--- config.mk ---
export PLATFORM = sky130hd
export DESIGN_NAME = tetromino_bag_generator_flat
export DESIGN_NICKNAME = d
export VERILOG_FILES = /design/src/rtl/tetris_pkg.sv /design/src/rtl/tetromino_bag_generator_if.sv /design/src/rtl/piece_preview_fifo.sv /design/src/rtl/tetromino_bag_generator.sv /design/src/flat_wrapper.sv
export SDC_FILE = /design/constraint.sdc
export NUM_CORES = 1
export LEC_CHECK = 0
export CAP_MARGIN = 20
export CORE_MARGIN = 3
export CORE_UTILIZATION = 41
export CTS_CLUSTER_DIAMETER = 150
export CTS_CLUSTER_SIZE = 24
export DETAILED_ROUTE_END_ITERATION = 16
export PLACE_DENSITY = 0.72
export SYNTH_ARGS = -nofsm -noshare
export SYNTH_HDL_FRONTEND = slang
export SYNTH_SLANG_ARGS = --single-unit
--- constraint.sdc ---
create_clock -name clk_i -period 7.1 [get_ports clk_i]
set_input_delay 1.42 -clock clk_i [delete_from_list [all_inputs] [get_ports clk_i]]
set_output_delay 1.42 -clock clk_i [all_outputs]
set_load 0.005 [all_outputs]
--- src/rtl/tetris_pkg.sv ---
// tetris_pkg: shared piece codes, bag constants and the lowest-set-bit picker.
package tetris_pkg;
  typedef enum logic [2:0] {I = 3'd0, O, T, S, Z, J, L} piece_e;
  localparam int NUM_PIECES = 7;
  localparam logic [6:0] BAG_FULL = 7'h7F;
  function automatic logic [2:0] lowest_set(input logic [6:0] m);
    lowest_set = '0;
    for (int k = NUM_PIECES - 1; k >= 0; k--)
      if (m[k]) lowest_set = 3'(k);
  endfunction
endpackage

--- src/rtl/tetromino_bag_generator_if.sv ---
// tetromino_bag_generator_if: head/preview valid-ready bundle between bag generator and spawn/display.
interface tetromino_bag_generator_if #(parameter int queue_depth_p = 3);
  localparam int CW = $clog2(queue_depth_p + 1);
  logic [2:0] piece_o;
  logic valid_o;
  logic ready_i;
  logic [queue_depth_p*3-1:0] preview_o;
  logic [CW-1:0] count_o;
  modport master(output piece_o, valid_o, preview_o, count_o, input ready_i);
  modport slave(input piece_o, valid_o, preview_o, count_o, output ready_i);
endinterface

--- src/rtl/piece_preview_fifo.sv ---
// piece_preview_fifo: shift-register piece queue with every entry visible; empty slots hold 0.
module piece_preview_fifo #(
  parameter int depth_p = 3,
  localparam int CW = $clog2(depth_p + 1)
) (
  input  logic clk_i,
  input  logic reset_i,
  input  logic push_i,
  input  logic pop_i,
  input  logic [2:0] data_i,
  output logic [depth_p*3-1:0] entries_o,
  output logic [CW-1:0] count_o
);
  logic [2:0] r_q [depth_p];
  logic [2:0] w_shift [depth_p];
  logic [CW-1:0] r_cnt;
  logic w_pop;
  logic [CW-1:0] w_tail;
  assign w_pop = pop_i && r_cnt != '0;
  assign w_tail = r_cnt - CW'(w_pop);
  assign count_o = r_cnt;
  for (genvar i = 0; i < depth_p; i++) begin : g_slot
    if (i < depth_p - 1) begin : g_mid
      assign w_shift[i] = r_q[i+1];
    end else begin : g_last
      assign w_shift[i] = '0;
    end
    assign entries_o[3*i +: 3] = r_q[i];
  end
  always_ff @(posedge clk_i or negedge reset_i)
    if (!reset_i) begin
      r_cnt <= '0;
      for (int k = 0; k < depth_p; k++) r_q[k] <= '0;
    end else begin
      r_cnt <= w_tail + CW'(push_i);
      for (int k = 0; k < depth_p; k++)
        r_q[k] <= (push_i && CW'(k) == w_tail) ? data_i : w_pop ? w_shift[k] : r_q[k];
    end
endmodule

--- src/rtl/tetromino_bag_generator.sv ---
// tetromino_bag_generator: turns raw random words into a 7-bag piece stream feeding a preview queue.
module tetromino_bag_generator
  import tetris_pkg::*;
#(
  parameter int width_p = 32,
  parameter int queue_depth_p = 3,
  parameter int max_tries_p = 8
) (
  input  logic clk_i,
  input  logic reset_i,
  input  logic [width_p-1:0] random_i,
  tetromino_bag_generator_if.master bus
);
  localparam int CW = $clog2(queue_depth_p + 1);
  localparam int TW = $clog2(max_tries_p + 1);
  logic [6:0] r_mask;
  logic [TW-1:0] r_tries;
  logic [2:0] w_c, w_pick;
  logic [7:0] w_avail;
  logic [6:0] w_left;
  logic [CW-1:0] w_cnt;
  logic w_ok, w_fall, w_room, w_acc, w_pop;
  logic w_unused_random;
  assign w_unused_random = ^random_i;
  assign w_c = random_i[2:0];
  assign w_avail = {1'b0, r_mask};
  assign w_ok = w_avail[w_c];
  assign w_fall = !w_ok && r_tries == TW'(max_tries_p - 1);
  assign w_pop = bus.valid_o && bus.ready_i;
  assign w_room = w_cnt != CW'(queue_depth_p) || w_pop;
  assign w_acc = w_room && (w_ok || w_fall);
  assign w_pick = w_ok ? w_c : lowest_set(r_mask);
  assign w_left = r_mask & ~(7'd1 << w_pick);
  // The mask never reaches zero: an emptied bag refills on the same edge.
  always_ff @(posedge clk_i or negedge reset_i)
    if (!reset_i) begin
      r_mask <= BAG_FULL;
      r_tries <= '0;
    end else if (w_room) begin
      r_tries <= w_acc ? '0 : r_tries + 1'b1;
      if (w_acc) r_mask <= w_left == '0 ? BAG_FULL : w_left;
    end
  piece_preview_fifo #(.depth_p(queue_depth_p)) u_fifo (
    .clk_i(clk_i),
    .reset_i(reset_i),
    .push_i(w_acc),
    .pop_i(w_pop),
    .data_i(w_pick),
    .entries_o(bus.preview_o),
    .count_o(w_cnt)
  );
  assign bus.count_o = w_cnt;
  assign bus.valid_o = w_cnt != '0;
  assign bus.piece_o = bus.preview_o[2:0];
endmodule

--- src/flat_wrapper.sv ---
// flat-port wrapper written by rule: the top's interface ports become plain ports
module tetromino_bag_generator_flat import tetris_pkg::*;
#(
  parameter int width_p = 32,
  parameter int queue_depth_p = 3,
  parameter int max_tries_p = 8
)
  (clk_i, reset_i, random_i, bus_piece_o, bus_valid_o, bus_preview_o, bus_count_o, bus_ready_i);
  tetromino_bag_generator_if #(.queue_depth_p(queue_depth_p)) bus_i ();
  input  logic clk_i;
  input  logic reset_i;
  input  logic [width_p-1:0] random_i;
  output wire logic [$bits(bus_i.piece_o)-1:0] bus_piece_o;
  output wire logic [$bits(bus_i.valid_o)-1:0] bus_valid_o;
  output wire logic [$bits(bus_i.preview_o)-1:0] bus_preview_o;
  output wire logic [$bits(bus_i.count_o)-1:0] bus_count_o;
  input wire logic [$bits(bus_i.ready_i)-1:0] bus_ready_i;
  assign bus_piece_o = bus_i.piece_o;
  assign bus_valid_o = bus_i.valid_o;
  assign bus_preview_o = bus_i.preview_o;
  assign bus_count_o = bus_i.count_o;
  assign bus_i.ready_i = bus_ready_i;
  tetromino_bag_generator #(.width_p(width_p), .queue_depth_p(queue_depth_p), .max_tries_p(max_tries_p)) u_core (.clk_i(clk_i), .reset_i(reset_i), .random_i(random_i), .bus(bus_i));
endmodule
Yosys cells after proc, flatten, opt, wreduce, memory -nomap -nowiden
Index checks and enable logic that the tools add are counted.
{"block": "word_totals", "reg_bits": 22, "inputBits": 35, "output_inout_bits": 15, "elab_cells": 52}
{"block": "op_classes", "addsub": 3, "n_lt_le_gt_ge": 1, "n_eq_ne": 4, "shift": 1, "muxes": 18, "n_bitwise": 2, "reduce_logical": 17}
{"operator": "two-way mux 3 bit", "n": 14}
{"operator": "nonzero test 2 bit", "n": 4}
{"operator": "AND 7 bit", "n": 1}
{"operator": "logical AND 1 bit", "n": 7}
{"operator": "logical NOT 7 bit", "n": 1}
{"operator": "two-way mux 7 bit", "n": 1}
{"operator": "inverter 7 bit", "n": 1}
{"operator": "<< shifter 1 x 3 -> 7 bit (first input constant)", "n": 1}
{"operator": "adder 4 x 1 -> 4 bit (second input constant)", "n": 1}
{"operator": "equality test 4 x 3 -> 1 bit (second input constant)", "n": 1}
{"operator": "less-than comparator 3 x 4 -> 1 bit (second input constant)", "n": 1}
{"operator": "two-way mux 4 bit", "n": 1}
{"operator": "binary-select mux 1 bit (select 3 bit)", "n": 1}
{"operator": "adder 2 x 1 -> 2 bit", "n": 1}
{"operator": "equality test 1 x 2 -> 1 bit (first input constant)", "n": 1}
{"operator": "equality test 2 bit (first input constant)", "n": 1}
{"operator": "logical NOT 2 bit", "n": 1}
{"operator": "logical OR 1 bit", "n": 2}
{"operator": "inequality test 2 bit (second input constant)", "n": 1}
{"operator": "AND reduction 2 bit", "n": 1}
{"operator": "subtractor 2 x 1 -> 2 bit", "n": 1}
{"operator": "logical NOT 1 bit", "n": 1}
{"operator": "two-way mux 1 bit", "n": 1}

Longest topological paths before layout
{"block": "depth", "word_depth": 13, "depth_mapped": 8, "depth_no_buf": 7}

Modules after synthesis
A second synthesis with hierarchy kept.
{"block": "unflattened", "hier_cells": 176, "hier_area_um2": 1611.5}
{"module": "tetromino_bag_generator", "instances": 1, "cells_per_inst": 120, "area_per_inst_um2": 1076.0}
{"module": "piece_preview_fifo", "instances": 1, "cells_per_inst": 56, "area_per_inst_um2": 535.5}

Worst setup path before layout
No wires, ideal clock.
{"block": "synth_path", "kind": "input port to flip-flop", "start": "input port random_i[2]", "end": "register u_core.r_mask[5]", "arrival_ns": 3.063, "required_time_ns": 7.025, "path_slack_ns": 3.962, "stages": 7, "path_cell_list": "clkbuf_1 nor2_1 a22o_1 or4_4 a2111oi_4 o22ai_2 o22ai_2"}
{"block": "synth_via", "elab_chain_len": 8}
{"element": "start, declared", "line_no": "flat_wrapper.sv:12", "source": "input logic [width_p-1:0] random_i;"}
{"element": "binary-select mux 1 bit (select 3 bit)", "line_no": "tetromino_bag_generator.sv:27", "source": "assign w_ok = w_avail[w_c];"}
{"element": "two-way mux 1 bit (implied by the code)", "line_no": "tetromino_bag_generator.sv:27"}
{"element": "two-way mux 3 bit", "line_no": "tetromino_bag_generator.sv:32", "source": "assign w_pick = w_ok ? w_c : lowest_set(r_mask);"}
{"element": "<< shifter 1 x 3 -> 7 bit", "line_no": "tetromino_bag_generator.sv:33", "source": "assign w_left = r_mask & ~(7'd1 << w_pick);"}
{"element": "inverter 7 bit", "line_no": "tetromino_bag_generator.sv:33"}
{"element": "AND 7 bit", "line_no": "tetromino_bag_generator.sv:33"}
{"element": "logical NOT 7 bit", "line_no": "tetromino_bag_generator.sv:41", "source": "if (w_acc) r_mask <= w_left == '0 ? BAG_FULL : w_left;"}
{"element": "two-way mux 7 bit", "line_no": "tetromino_bag_generator.sv:41"}
{"element": "end signal, assigned", "line_no": "tetromino_bag_generator.sv:41"}
{"element": "end, declared", "line_no": "tetromino_bag_generator.sv:16", "source": "logic [6:0] r_mask;"}
Several ways; a longest one is shown, not always the timed one. The select of a mux whose other input is x is not followed.
A chain may end at the register's enable or synchronous reset.

Worst setup path after layout
{"block": "layout_path", "start": "input port random_i[1]", "end": "register u_core.r_mask[2]"}
Same word-level chain as after synthesis.

==> impl_metrics.tcl <==
set metrics [dict create \
    drc_errors 0 \
    drtPass1Iterations 4 \
    syn_nets 214 \
    intPower_w 0.0004533 \
    fmax_ghz 0.2498 \
    routabilityCongestion 0.9431 \
    final_antenna_net_count 0 \
    initial_utilization 0.4340 \
    rsz0062_at_grt "no" \
    pwr-share-seq 0.338 \
    wl_um 3788 \
    die-area_um2 4722 \
    yosys_register_bits 22 \
    synth_area_per_cell_um2 9.164 \
    cts_made_buffers 3 \
    power.share.clock 0.108 \
    core-area_um2 3716 \
    synth-async-reset-ratio 1.000 \
    cts_setup_buffers 0 \
    syn_area_um2 1613 \
    slowest_delay_ns 0.76 \
    drv_cap 0 \
    clk_path_buf_depth 2 \
    drv_slew 0 \
    ioPinCount 50 \
    switching_share 0.4385 \
    antenna_found_initial 0 \
    busiest_layer "met2" \
    final.setup.tns_ns 0 \
    first_global_vias 1326 \
    use_met1 0.2470 \
    dp.cells 232 \
    place_hpwl_um 2813 \
    setup_violations 0 \
    grtUsageMet3 0.02755 \
    die-width_um 68.72 \
    cp_data_required_time_ns 7.28 \
    synth-seq-area-share 0.3468 \
    yosys_warnings 0 \
    post-route-util 0.5017 \
    dieHeight_um 68.72 \
    clock-sinks 22 \
    start_kind "primary input" \
    synth_edf_count 0 \
    layout-area-overhead-vs-synth_pct 15.59 \
    critPathCaptureType "flop" \
    grt_max_degree 23 \
    grtUsageMet2 0.2670 \
    power_w 0.0008074 \
    hold_viol 0 \
    instances_no_fill 236 \
    cp_max_fo 12 \
    p_switching_w 0.0003540 \
    synth_flop_cell "dfrtp_1" \
    tightestPinTransition_ns 0.9531 \
    p_per_area_nw_per_um2 433.1 \
    avgViaCountPerCell 5.958 \
    layout_common_cells "clkdlybuf4s50_1, mux2i_1, nor2_1, dfrtp_1, nand2_1" \
    p_leak_nw 0.8117 \
    hold_buffers 0 \
    irDropWorstVdd_mv 0.3751 \
    path_class "primary input to flop" \
    clk_latency_ns 0.25 \
    via_count 1406 \
    grt_pass1_wl_um 6223 \
    grt_overflow 0 \
    crit_arrival_ns 4.18 \
    fin_crit_ns 4.003 \
    holdCritPathClass "flop to flop" \
    outcome "complete, no violations" \
    fin_worst_skew_ns 0.002809 \
    cts_tree "yes" \
    rows 22 \
    wl_per_cell_um 16.05 \
    cp_slowest_cell "clkdlybuf4s50_1" \
    clk_pin_slew_worst_paths_ns 0.08 \
    port_buffers 20 \
    period_share 0.5638 \
    track_usage 0.1699 \
    relSlewSlack 0.3626 \
    worstPathCellList "clkdlybuf4s50_1, mux2_2, a21o_1, nor2_1, a311o_1, o211ai_2, o21ai_1" \
    root_buffer "clkbuf_8" \
    cts_resized 0 \
    nNetsFinal 227 \
    synthCells 176 \
    power.share.combinational 0.554 \
    diodes 0 \
    drive_above_1_share 0.1383 \
    synth_cell_types 54 \
    htree_levels 1 \
    final_common_cell "clkdlybuf4s50_1" \
    drt_iter0_markers 106 \
]
through the flow:
| step | area (um^2) | setup WS, ns | hold WS, ns |
|---|---|---|---|
| 2_1_floorplan | 1613 | 3.962 | 0.4684 |
| 3_3_place_gp | 1809 | 2.927 | 0.4885 |
| 3_5_place_dp | 1809 | 2.853 | 0.5251 |
| 4_1_cts | 1864 | 3.116 | 0.5383 |
| 5_1_grt | 1864 | 2.970 | 0.5724 |
| 6_report | 1864 | 3.097 | 0.5358 |
state kept, by name, summed over array words and instances (netlist names):
signal,count
u_core.u_fifo.count_o,2
u_core.r_mask,7
u_core.u_fifo.entries_o,9
u_core.r_tries,4
layout make-up:
type | count | area [um^2]
Fill cell | 340 | 1852
Timing Repair Buffer | 21 | 207.7
Sequential cell | 22 | 559.3
Clock buffer | 4 | 55.05
Inverter | 8 | 30.03
Tap cell | 48 | 60.06
Multi-Input combinational cell | 133 | 952.2
critical path, delay by kind of cell:
kind,cells,cell delay [ns]
compound gates,4,0.94
simple gates,1,0.65
mux,1,0.40
buf+inv,1,0.76
cells in the mapped netlist, drive strengths merged (4+ instances only):
cell,n,area [um^2]
inv,8,30.03
buf,8,52.54
nor2,16,60.06
a211oi,4,30.03
clkbuf,5,18.77
a21oi,7,35.03
o21ai,17,85.08
mux2i,18,180.2
dfrtp,15,375.4
dfstp,7,183.9
nand2,12,45.04
logic make-up after synthesis:
logic type      Yosys count  synth area share
buf+inv                  21           0.06283
fa+ha+maj                 3           0.02328
simple gates             53            0.1777
flops                    22            0.3468
mux                      20            0.1257
compound gates           55            0.2529
xor+xnor                  2           0.01086
per-layer routing:
metal	up-vias	routed length (um)
met1	688	1779
li1	673	-
met5	-	0
met4	0	28
met2	41	1835
met3	4	144
power by group through the flow:
stage | Clock (W) | Combinational, W | Sequential, W
after detailed placement | 0 | 0.000445 | 0.000272
final | 0.0000874 | 0.000447 | 0.000273
after floorplan | 0 | 0.000343 | 0.000232
after CTS | 0.0000911 | 0.000448 | 0.000270
after global routing | 0.0000964 | 0.000500 | 0.000279
after global placement | 0 | 0.000432 | 0.000268
worst paths after layout:
kind                                   from  cells after the start                    endpoint  slack [ns]
max reg2reg                u_core.r_mask[1]                      6            u_core.r_mask[2]        4.59
min in group asynchronous           reset_i                      1  u_core.u_fifo.entries_o[2]        1.69
min reg2reg                u_core.r_mask[6]                      2            u_core.r_mask[6]        0.54
max in group asynchronous           reset_i                      1           u_core.r_tries[1]        4.83
min                        u_core.r_mask[6]                      2            u_core.r_mask[6]        0.54
max                             random_i[1]                      7            u_core.r_mask[2]        3.10
Power figures use the tool's default switching activity.
